[src/rtl/snake_pkg.sv]
// Shared encodings for the snake heading and the relative turn requests.
package snake_pkg;

  typedef logic [1:0] heading_t;

  localparam heading_t HEAD_UP    = 2'd0;
  localparam heading_t HEAD_RIGHT = 2'd1;
  localparam heading_t HEAD_DOWN  = 2'd2;
  localparam heading_t HEAD_LEFT  = 2'd3;

  localparam logic TURN_LEFT  = 1'b0;
  localparam logic TURN_RIGHT = 1'b1;

  // Clockwise is +1; the 2-bit result wraps naturally (LEFT+1=UP, UP-1=LEFT).
  function automatic heading_t apply_turn(heading_t head, logic turn);
    heading_t next_head;
    if (turn == TURN_RIGHT) begin
      next_head = head + 2'd1;
    end else begin
      next_head = head - 2'd1;
    end
    return next_head;
  endfunction

endpackage

[src/rtl/turn_fifo.sv]
// 1-bit-wide FIFO of pending relative turns; flush wins over push/pop, full/empty are registered.
module turn_fifo #(
  parameter int unsigned DEPTH = 4
) (
  input  logic                   clk,
  input  logic                   rst,
  input  logic                   push,
  input  logic                   push_data,
  input  logic                   pop,
  input  logic                   flush,
  output logic                   pop_data,
  output logic                   full,
  output logic                   empty,
  output logic [$clog2(DEPTH):0] count
);

  localparam int unsigned AW = $clog2(DEPTH);

  logic [DEPTH-1:0] mem_q;
  logic [AW-1:0]    wr_ptr_q, rd_ptr_q;
  logic [AW:0]      count_q, count_d;
  logic             full_q, empty_q;
  logic             do_push, do_pop;

  // A pop in the same cycle frees the slot a full-queue push needs.
  assign do_pop  = pop && !empty_q && !flush;
  assign do_push = push && (!full_q || do_pop) && !flush;

  always_comb begin
    count_d = count_q;
    unique case ({do_push, do_pop})
      2'b10:   count_d = count_q + (AW+1)'(1);
      2'b01:   count_d = count_q - (AW+1)'(1);
      default: count_d = count_q;
    endcase
    if (flush) begin
      count_d = '0;
    end
  end

  always_ff @(posedge clk or posedge rst) begin
    if (rst) begin
      mem_q    <= '0;
      wr_ptr_q <= '0;
      rd_ptr_q <= '0;
      count_q  <= '0;
      full_q   <= 1'b0;
      empty_q  <= 1'b1;
    end else begin
      if (flush) begin
        wr_ptr_q <= '0;
        rd_ptr_q <= '0;
      end else begin
        if (do_push) begin
          mem_q[wr_ptr_q] <= push_data;
          wr_ptr_q        <= wr_ptr_q + AW'(1);
        end
        if (do_pop) begin
          rd_ptr_q <= rd_ptr_q + AW'(1);
        end
      end
      count_q <= count_d;
      full_q  <= (count_d == (AW+1)'(DEPTH));
      empty_q <= (count_d == '0);
    end
  end

  assign pop_data = mem_q[rd_ptr_q];
  assign full     = full_q;
  assign empty    = empty_q;
  assign count    = count_q;

endmodule

[src/rtl/snake_turn_queue.sv]
// Buffers rotary-encoder turn pulses and applies at most one queued relative turn per game tick to the heading.
module snake_turn_queue
  import snake_pkg::*;
#(
  parameter int unsigned DEPTH        = 4,
  parameter logic [1:0]  INIT_HEADING = 2'd1
) (
  input  logic                   clk,
  input  logic                   rst,
  input  logic                   rot_l_oneshot,
  input  logic                   rot_r_oneshot,
  input  logic                   game_tick,
  input  logic                   game_run,
  input  logic                   restart,
  output logic [1:0]             heading,
  output logic                   turn_applied,
  output logic                   turn_dropped,
  output logic [$clog2(DEPTH):0] pending,
  output logic                   queue_full
);

  heading_t heading_q, heading_d;
  logic     applied_q, applied_d;
  logic     dropped_q, dropped_d;

  logic active;
  logic req_one, req_both;
  logic do_pop, do_push;
  logic head_turn;
  logic fifo_full, fifo_empty;
  logic [$clog2(DEPTH):0] fifo_count;

  assign active   = game_run && !restart;
  assign req_one  = rot_l_oneshot ^ rot_r_oneshot;
  assign req_both = rot_l_oneshot & rot_r_oneshot;

  // Pop is decided before push, so a same-cycle request never overtakes the queue head.
  assign do_pop  = active && game_tick && !fifo_empty;
  assign do_push = active && req_one && (!fifo_full || do_pop);

  turn_fifo #(
    .DEPTH (DEPTH)
  ) u_turn_fifo (
    .clk       (clk),
    .rst       (rst),
    .push      (do_push),
    .push_data (rot_r_oneshot ? TURN_RIGHT : TURN_LEFT),
    .pop       (do_pop),
    .flush     (restart),
    .pop_data  (head_turn),
    .full      (fifo_full),
    .empty     (fifo_empty),
    .count     (fifo_count)
  );

  always_comb begin
    heading_d = heading_q;
    applied_d = 1'b0;
    dropped_d = 1'b0;
    if (restart) begin
      heading_d = INIT_HEADING;
    end else if (active) begin
      if (do_pop) begin
        heading_d = apply_turn(heading_q, head_turn);
        applied_d = 1'b1;
      end
      dropped_d = req_both || (req_one && fifo_full && !do_pop);
    end
  end

  always_ff @(posedge clk or posedge rst) begin
    if (rst) begin
      heading_q <= INIT_HEADING;
      applied_q <= 1'b0;
      dropped_q <= 1'b0;
    end else begin
      heading_q <= heading_d;
      applied_q <= applied_d;
      dropped_q <= dropped_d;
    end
  end

  assign heading      = heading_q;
  assign turn_applied = applied_q;
  assign turn_dropped = dropped_q;
  assign pending      = fifo_count;
  assign queue_full   = fifo_full;

endmodule

[config.mk]
export PLATFORM = sky130hd
export DESIGN_NAME = snake_turn_queue
export DESIGN_NICKNAME = d
export VERILOG_FILES = /design/src/rtl/snake_pkg.sv /design/src/rtl/turn_fifo.sv /design/src/rtl/snake_turn_queue.sv
export SDC_FILE = /design/constraint.sdc
export NUM_CORES = 1
export LEC_CHECK = 0
export BUFFER_PORTS_ARGS = -buffer_cell sky130_fd_sc_hd__buf_2
export CAP_MARGIN = 15
export CORE_ASPECT_RATIO = 1.2
export CORE_UTILIZATION = 50
export DETAILED_ROUTE_END_ITERATION = 8
export PLACE_DENSITY = 0.72
export SLEW_MARGIN = 40
export SYNTH_ARGS = -nofsm -noshare
export SYNTH_HDL_FRONTEND = slang
export SYNTH_SLANG_ARGS = --single-unit
[constraint.sdc]
create_clock -name clk -period 4.16 [get_ports clk]
set_clock_uncertainty 0.1 [all_clocks]
set_input_delay 0.208 -clock clk [delete_from_list [all_inputs] [get_ports clk]]
set_output_delay 0.208 -clock clk [all_outputs]
set_load 0.02 [all_outputs]
==> summary.md, run 1 <==
| Metric | Value |
|---|---|
| Status | complete, no violations |
| GPL Wtd Cong | 0.6949 |
| Die Footprint | 0.002050 mm² |
| DR iter-0 viols | 7 |
| Final HPWL DP | 1.232 mm |
| Pre-antenna DRT Iters | 4 |
| Netlist cell types | 28 |
| Worst-path fanout max | 6 |
| RSZ-0062 raised after global routing | no |
| Fin crit share | 0.6264 |
| DRT met1 WL | 733 µm |
| Antenna Cells | 0 |
| Global-route wire length before repair | 2.918 mm |
| Pin count of the biggest net entering global routing | 18 |
| Max-Cap Viols | 0 |
| Die Ht | 49.40 µm |
| Via density | 5.455 |
| Final Worst Setup Slack | 1.554 ns |
| Routed length on met3 | 59 µm |
| Starting Density | 0.5500 |
| Post-Syn Area | 935.9 µm² |
| Max clock buf depth | 2 |
| CTS tree | yes |
| Layout Nets | 118 |
| Critical path data required time | 4.25 ns |
| Critical Path Start Type | register |
| CP Capture Type | register |
| Fin util | 0.6213 |
| Row cnt | 16 |
| Die X | 41.50 µm |
| Worst VDD drop | 0.1940 mV |
| Clk sink count | 17 |
| Core box area | 0.001702 mm² |
| Overall routing resource usage | 0.1829 |
| CTS buffer count | 3 |
| Crit Path Class | register to register |
| Final Hold Viols | 0 |
| DRC | 0 |
| Slew Limit Fails | 0 |
| Crit path DAT | 2.69 ns |
| P&R area growth vs syn | 12.97% |
| Yosys reg bits | 17 |
| Fin Setup TNS | 0 ns |
| Synth Net Count | 100 |
| Fmax | 0.3838 GHz |
| Yosys warning total | 0 |
| Synth Instances | 86 |
| Dpl cells | 116 |
| Clock slew at reported path FFs | 0.09 ns |
| Share of cells above drive strength 1 | 0.2330 |
| Number of global-route vias before repair | 663 |
| Port Buf Inserts | 14 |
| Post-CTS sizing | 0 |
| Pwr/cell area | 315.3 mW/mm² |
| Seq/Total Area, Yosys | 0.4572 |
| Pre-CTS setup slack | 1.385 ns |
| WL per Instance | 13.17 µm |
| DR WL met2 | 794 µm |
| Worst slew pin tran | 0.6232 ns |
| Min cycle time layout | 2.606 ns |
| Initial antenna violation count | 0 |
| Vias | 660 |
| Gr ovfl total | 0 |
| H-tree level count | 1 |
| Cell Count, Final, Fillers Out | 121 |
| IO Pins | 15 |
| Root buffer cell | clkbuf_4 |
| Min-delay worst type | primary input to register |
| Mean Syn Cell Area | 10.88 µm² |
| Worst-Skew Late Latency | 0.28 ns |
| Final setup vio count | 0 |
| Routed wire length | 1.594 mm |
| Static Leakage | 0.5154 nW |
| Max_slew headroom | 0.5841 |
| ANT nets after route | 0 |
| Max layer used | met4 |
-- critical path, stage by stage, from the launching register on --
cell and delay, ns:
dfstp_2 0.39, nand2b_1 0.22, a21oi_1 0.34, inv_1 0.08, ha_1 0.23, fa_1 0.39
xnor2_1 0.17, or3_1 0.33, a211oi_1 0.26
-- state kept, by name, summed over array words and instances, names as in the netlist, 2 cells and up --
signal,flops
u_turn_fifo.mem_q,4
u_turn_fifo.count,3
heading,2
u_turn_fifo.rd_ptr_q,2
u_turn_fifo.wr_ptr_q,2
-- layout make-up --
type	count	area, µm²
repair buffers	15	80.08
multi-input cells	55	455.4
clock buffers	4	26.28
well taps	18	22.52
inverters	12	45.04
flip-flops and latches	17	427.9
fillers	135	644.4
-- cells by family after synthesis --
group,count (synthesis),synth area share
AO/OA/AOI/OAI,14,0.09494
adder cells (fa/ha/maj),7,0.1016
multiplexers,10,0.1283
AND/OR/NAND/NOR,21,0.1337
XOR/XNOR,3,0.02808
flip-flops,17,0.4572
buffers and inverters,14,0.05615
-- what timing repair did --
item                                   in CTS  in global routing
buffers inserted                            0                  0
hold buffers                                1                  0
setup endpoints to repair                   0                  0
endpoints found under the hold margin      15                  0
-- cell usage in the layout, fill, tap and decap left out, types with 2 or more instances in the layout --
master,count
dfrtp_1,15
buf_2,14
inv_1,12
ha_1,6
a211oi_1,5
nor2_1,5
mux2_2,4
a21oi_1,4
nand2_1,4
mux2i_1,3
nor3b_1,3
clkbuf_4,3
mux2_1,2
nand4bb_1,2
o21ai_0,2
or3_1,2
xnor2_1,2
dfstp_2,2
-- where the power goes --
group	internal [mW]	total [mW]	switching, mW
Clock	0.0372	0.0860	0.0488
Sequential	0.181	0.191	0.0100
Combinational	0.0286	0.0563	0.0276
Total	0.247	0.333	0.0865
-- Yosys cell counts --
cell	count	area share
o31ai_1	1	0.0080
nand4b_1	1	0.0094
nor3b_1	3	0.024
mux2_1	2	0.024
a21oi_1	4	0.021
mux2_2	4	0.048
nor3_1	1	0.0053
o21ai_0	2	0.011
nand3b_1	1	0.0080
a31oi_1	1	0.0067
nand2b_1	1	0.0067
mux2i_1	3	0.032
nand4bb_1	2	0.024
nor2b_1	1	0.0067
mux4_2	1	0.024
dfstp_2	2	0.056
fa_1	1	0.021
inv_1	12	0.048
xnor2_1	2	0.019
xor2_1	1	0.0094
o21a_1	1	0.0080
a211oi_1	5	0.040
dfrtp_1	15	0.40
nor2_1	5	0.020
nand2_1	4	0.016
ha_1	6	0.080
or3_1	2	0.013
clkbuf_1	2	0.0080
-- stage by stage --
stage | instance area [µm²] | total power [mW] | hold WS, ns
after CTS | 1057 | 0.3378 | 0.1072
after global routing | 1057 | 0.3548 | 0.1122
final | 1057 | 0.3334 | 0.1122
after global placement | 1021 | 0.2503 | 0.2271
after detailed placement | 1021 | 0.2510 | 0.2193
after floorplan | 935.9 | 0.2347 | 0.03261
-- path summary, 6_finish.rpt --
| check | from | end | slack, ns | cells past startpoint |
|---|---|---|---|---|
| worst max register to register | u_turn_fifo.empty | u_turn_fifo.full | 1.55 | 8 |
| worst min register to register | u_turn_fifo.mem_q[0] | u_turn_fifo.mem_q[0] | 0.42 | 1 |
| worst max-delay path | u_turn_fifo.empty | u_turn_fifo.full | 1.55 | 8 |
| min in group asynchronous | rst | u_turn_fifo.rd_ptr_q[0] | 0.45 | 3 |
| worst min-delay path | rot_r_oneshot | u_turn_fifo.mem_q[0] | 0.11 | 2 |
| max in group asynchronous | rst | u_turn_fifo.count[0] | 3.11 | 3 |
-- layer usage --
metal	vias to the layer above	global-route usage
met5	-	0
met4	0	0.06452
met3	2	0.02593
met2	15	0.3073
met1	311	0.2386
li1	332	-
Power figures use the tool's default switching activity.
==> run 2, diff against run 1 <==
- CORE_UTILIZATION: 50 -> 49
- PLACE_DENSITY: 0.72 -> 0.73
- clock period: 4.16 -> 2.2 ns (I/O delays scaled with it)
==> run 2 against run 1 <==
Effect of this change: clock power rose by 86%; count of clock-buffer cells in the layout is the same; global-route usage rose by 0.35 points; non-clock buffer count grew 10; highest routed layer unchanged.
==> summary.md, run 2 (synthesized netlist as in run 1, its figures left out) <==
| Metric | Value |
|---|---|
| Status | complete, no violations |
| Antenna Cells | 0 |
| Crit path DAT | 2.26 ns |
| DRC | 0 |
| Worst-path fanout max | 4 |
| H-tree level count | 1 |
| Die X | 41.90 µm |
| Global-route wire length before repair | 2.973 mm |
| Fmax | 0.4639 GHz |
| Power, Total | 0.6537 mW |
| Crit Path Class | register to register |
| Share of cells above drive strength 1 | 0.3982 |
| WL per Instance | 13.21 µm |
| Pin count of the biggest net entering global routing | 18 |
| Final Worst Setup Slack | 0.04414 ns |
| Placed cell areas | 0.001122 mm² |
| R2r worst-path depth | 7 |
| Core box area | 0.001702 mm² |
| Fin Setup TNS | 0 ns |
| Min-delay worst type | primary input to register |
| Gr ovfl total | 0 |
| CP Capture Type | register |
| R2r setup slk | 0.04 ns |
| Pwr/cell area | 545.4 mW/mm² |
| Pre-CTS setup slack | -0.05395 ns |
| Die Footprint | 0.002090 mm² |
| Clk sink count | 17 |
| CTS tree | yes |
| CP max-delay cell | dfstp_2 |
| Max_slew headroom | 0.5660 |
| Worst VDD drop | 0.3587 mV |
| Design Area, Final | 0.001199 mm² |
| Most flops, register | u_turn_fifo.mem_q |
| RSZ-0062 raised after global routing | no |
| P&R area growth vs syn | 28.07% |
| Fin crit share | 0.9799 |
| Max clock buf depth | 2 |
| Critical Path Start Type | register |
| Vias | 714 |
| Final setup vio count | 0 |
| Reg-to-reg startpoint | u_turn_fifo.empty |
| Final Hold Viols | 0 |
| Worst hold stages | 3 |
| Largest register FFs | 4 |
| Commonest cells after routing, fill and taps aside | 14 x dfrtp_1, 14 x buf_2, 11 x inv_1, 10 x buf_4 |
| Min cycle time layout | 2.156 ns |
| Port Buf Inserts | 14 |
| Slew Limit Fails | 0 |
| Overall routing resource usage | 0.1864 |
| Pre-antenna DRT Iters | 4 |
| Reg-to-reg endpoint | u_turn_fifo.full |
| IO Pins | 15 |
| Worst-Skew Late Latency | 0.28 ns |
| Die Ht | 49.88 µm |
| Hold Crit Start | restart |
| Via density | 5.450 |
| Worst slew pin tran | 0.6503 ns |
| Max-Cap Viols | 0 |
| Row cnt | 16 |
| Fin util | 0.7044 |
| Initial antenna violation count | 0 |
| Number of global-route vias before repair | 689 |
| Worst hold endpoint | u_turn_fifo.full |
| Critical Path Max Stage Delay | 0.55 ns |
| Starting Density | 0.5500 |
| Critical path data required time | 2.30 ns |
| Clock slew at reported path FFs | 0.09 ns |
| Final HPWL DP | 1.334 mm |
| GPL Wtd Cong | 0.7174 |
| ANT nets after route | 0 |
| Static Leakage | 0.5780 nW |
| Layout Nets | 128 |
| Crit-path cells | nand4bb_4 > inv_1 > ha_4 > fa_2 > xnor2_2 > or3_4 > a211oi_2 |
| Root buffer cell | clkbuf_4 |
| DR iter-0 viols | 5 |
| CTS buffer count | 3 |
| Routed wire length | 1.730 mm |
run 2: critical path: cells and delay by family, from the launching register on:
family | cells | cell delay, ns
adders and majority gates | 2 | 0.52
buffers and inverters | 1 | 0.08
xor gates and xnor gates | 1 | 0.17
AOI/OAI and AO/OA | 1 | 0.17
DFF | 1 | 0.55
and+or+nand+nor | 2 | 0.47
run 2: timing repair:
item | in CTS | in global routing
resized for setup | 1 | 4
hold endpoints to repair | 15 | 0
pin swaps | 0 | 2
setup endpoints to repair | 1 | 3
buffers inserted | 1 | 1
hold buffers | 1 | 0
run 2: worst max path at each step:
stage	startpoint	end	slack [ns]	cells after the start
floorplan	rot_l_oneshot	u_turn_fifo.full	0.02	9
global placement	rot_r_oneshot	u_turn_fifo.full	0.002	10
detailed placement	rot_r_oneshot	u_turn_fifo.full	-0.05	10
CTS	u_turn_fifo.empty	u_turn_fifo.full	0.01	7
global route	u_turn_fifo.empty	u_turn_fifo.full	0.003	7
finish	u_turn_fifo.empty	u_turn_fifo.full	0.04	7
run 2: power breakdown:
part           switching [mW]  leakage [nW]  internal (mW)
clock                  0.0899        0.0150         0.0703
sequential             0.0210         0.222          0.343
combinational          0.0594         0.341         0.0706
run 2: final cells by class:
| type | instances | area [µm²] |
|---|---|---|
| Multi-Input combinational cell | 55 | 520.5 |
| Fill cell | 121 | 503.0 |
| Inverter | 12 | 45.04 |
| Sequential cell | 17 | 429.2 |
| Timing Repair Buffer | 25 | 155.1 |
| Tap cell | 18 | 22.52 |
| Clock buffer | 4 | 26.28 |
run 2: routing by layer:
layer / GRT usage / routed length [µm] / vias to the layer above
met3: 0.02564 / 58 / 4
met5: 0 / 0 / -
met1: 0.2310 / 754 / 346
met4: 0.06452 / 29 / 0
li1: - / - / 349
met2: 0.3281 / 888 / 15
run 2: through the flow:
step,instances,hold slack (ns)
detailed placement,124,0.1307
CTS,130,0.04268
global placement,124,0.1163
finish,131,0.05541
global route,131,0.03898
floorplan,86,-0.06546
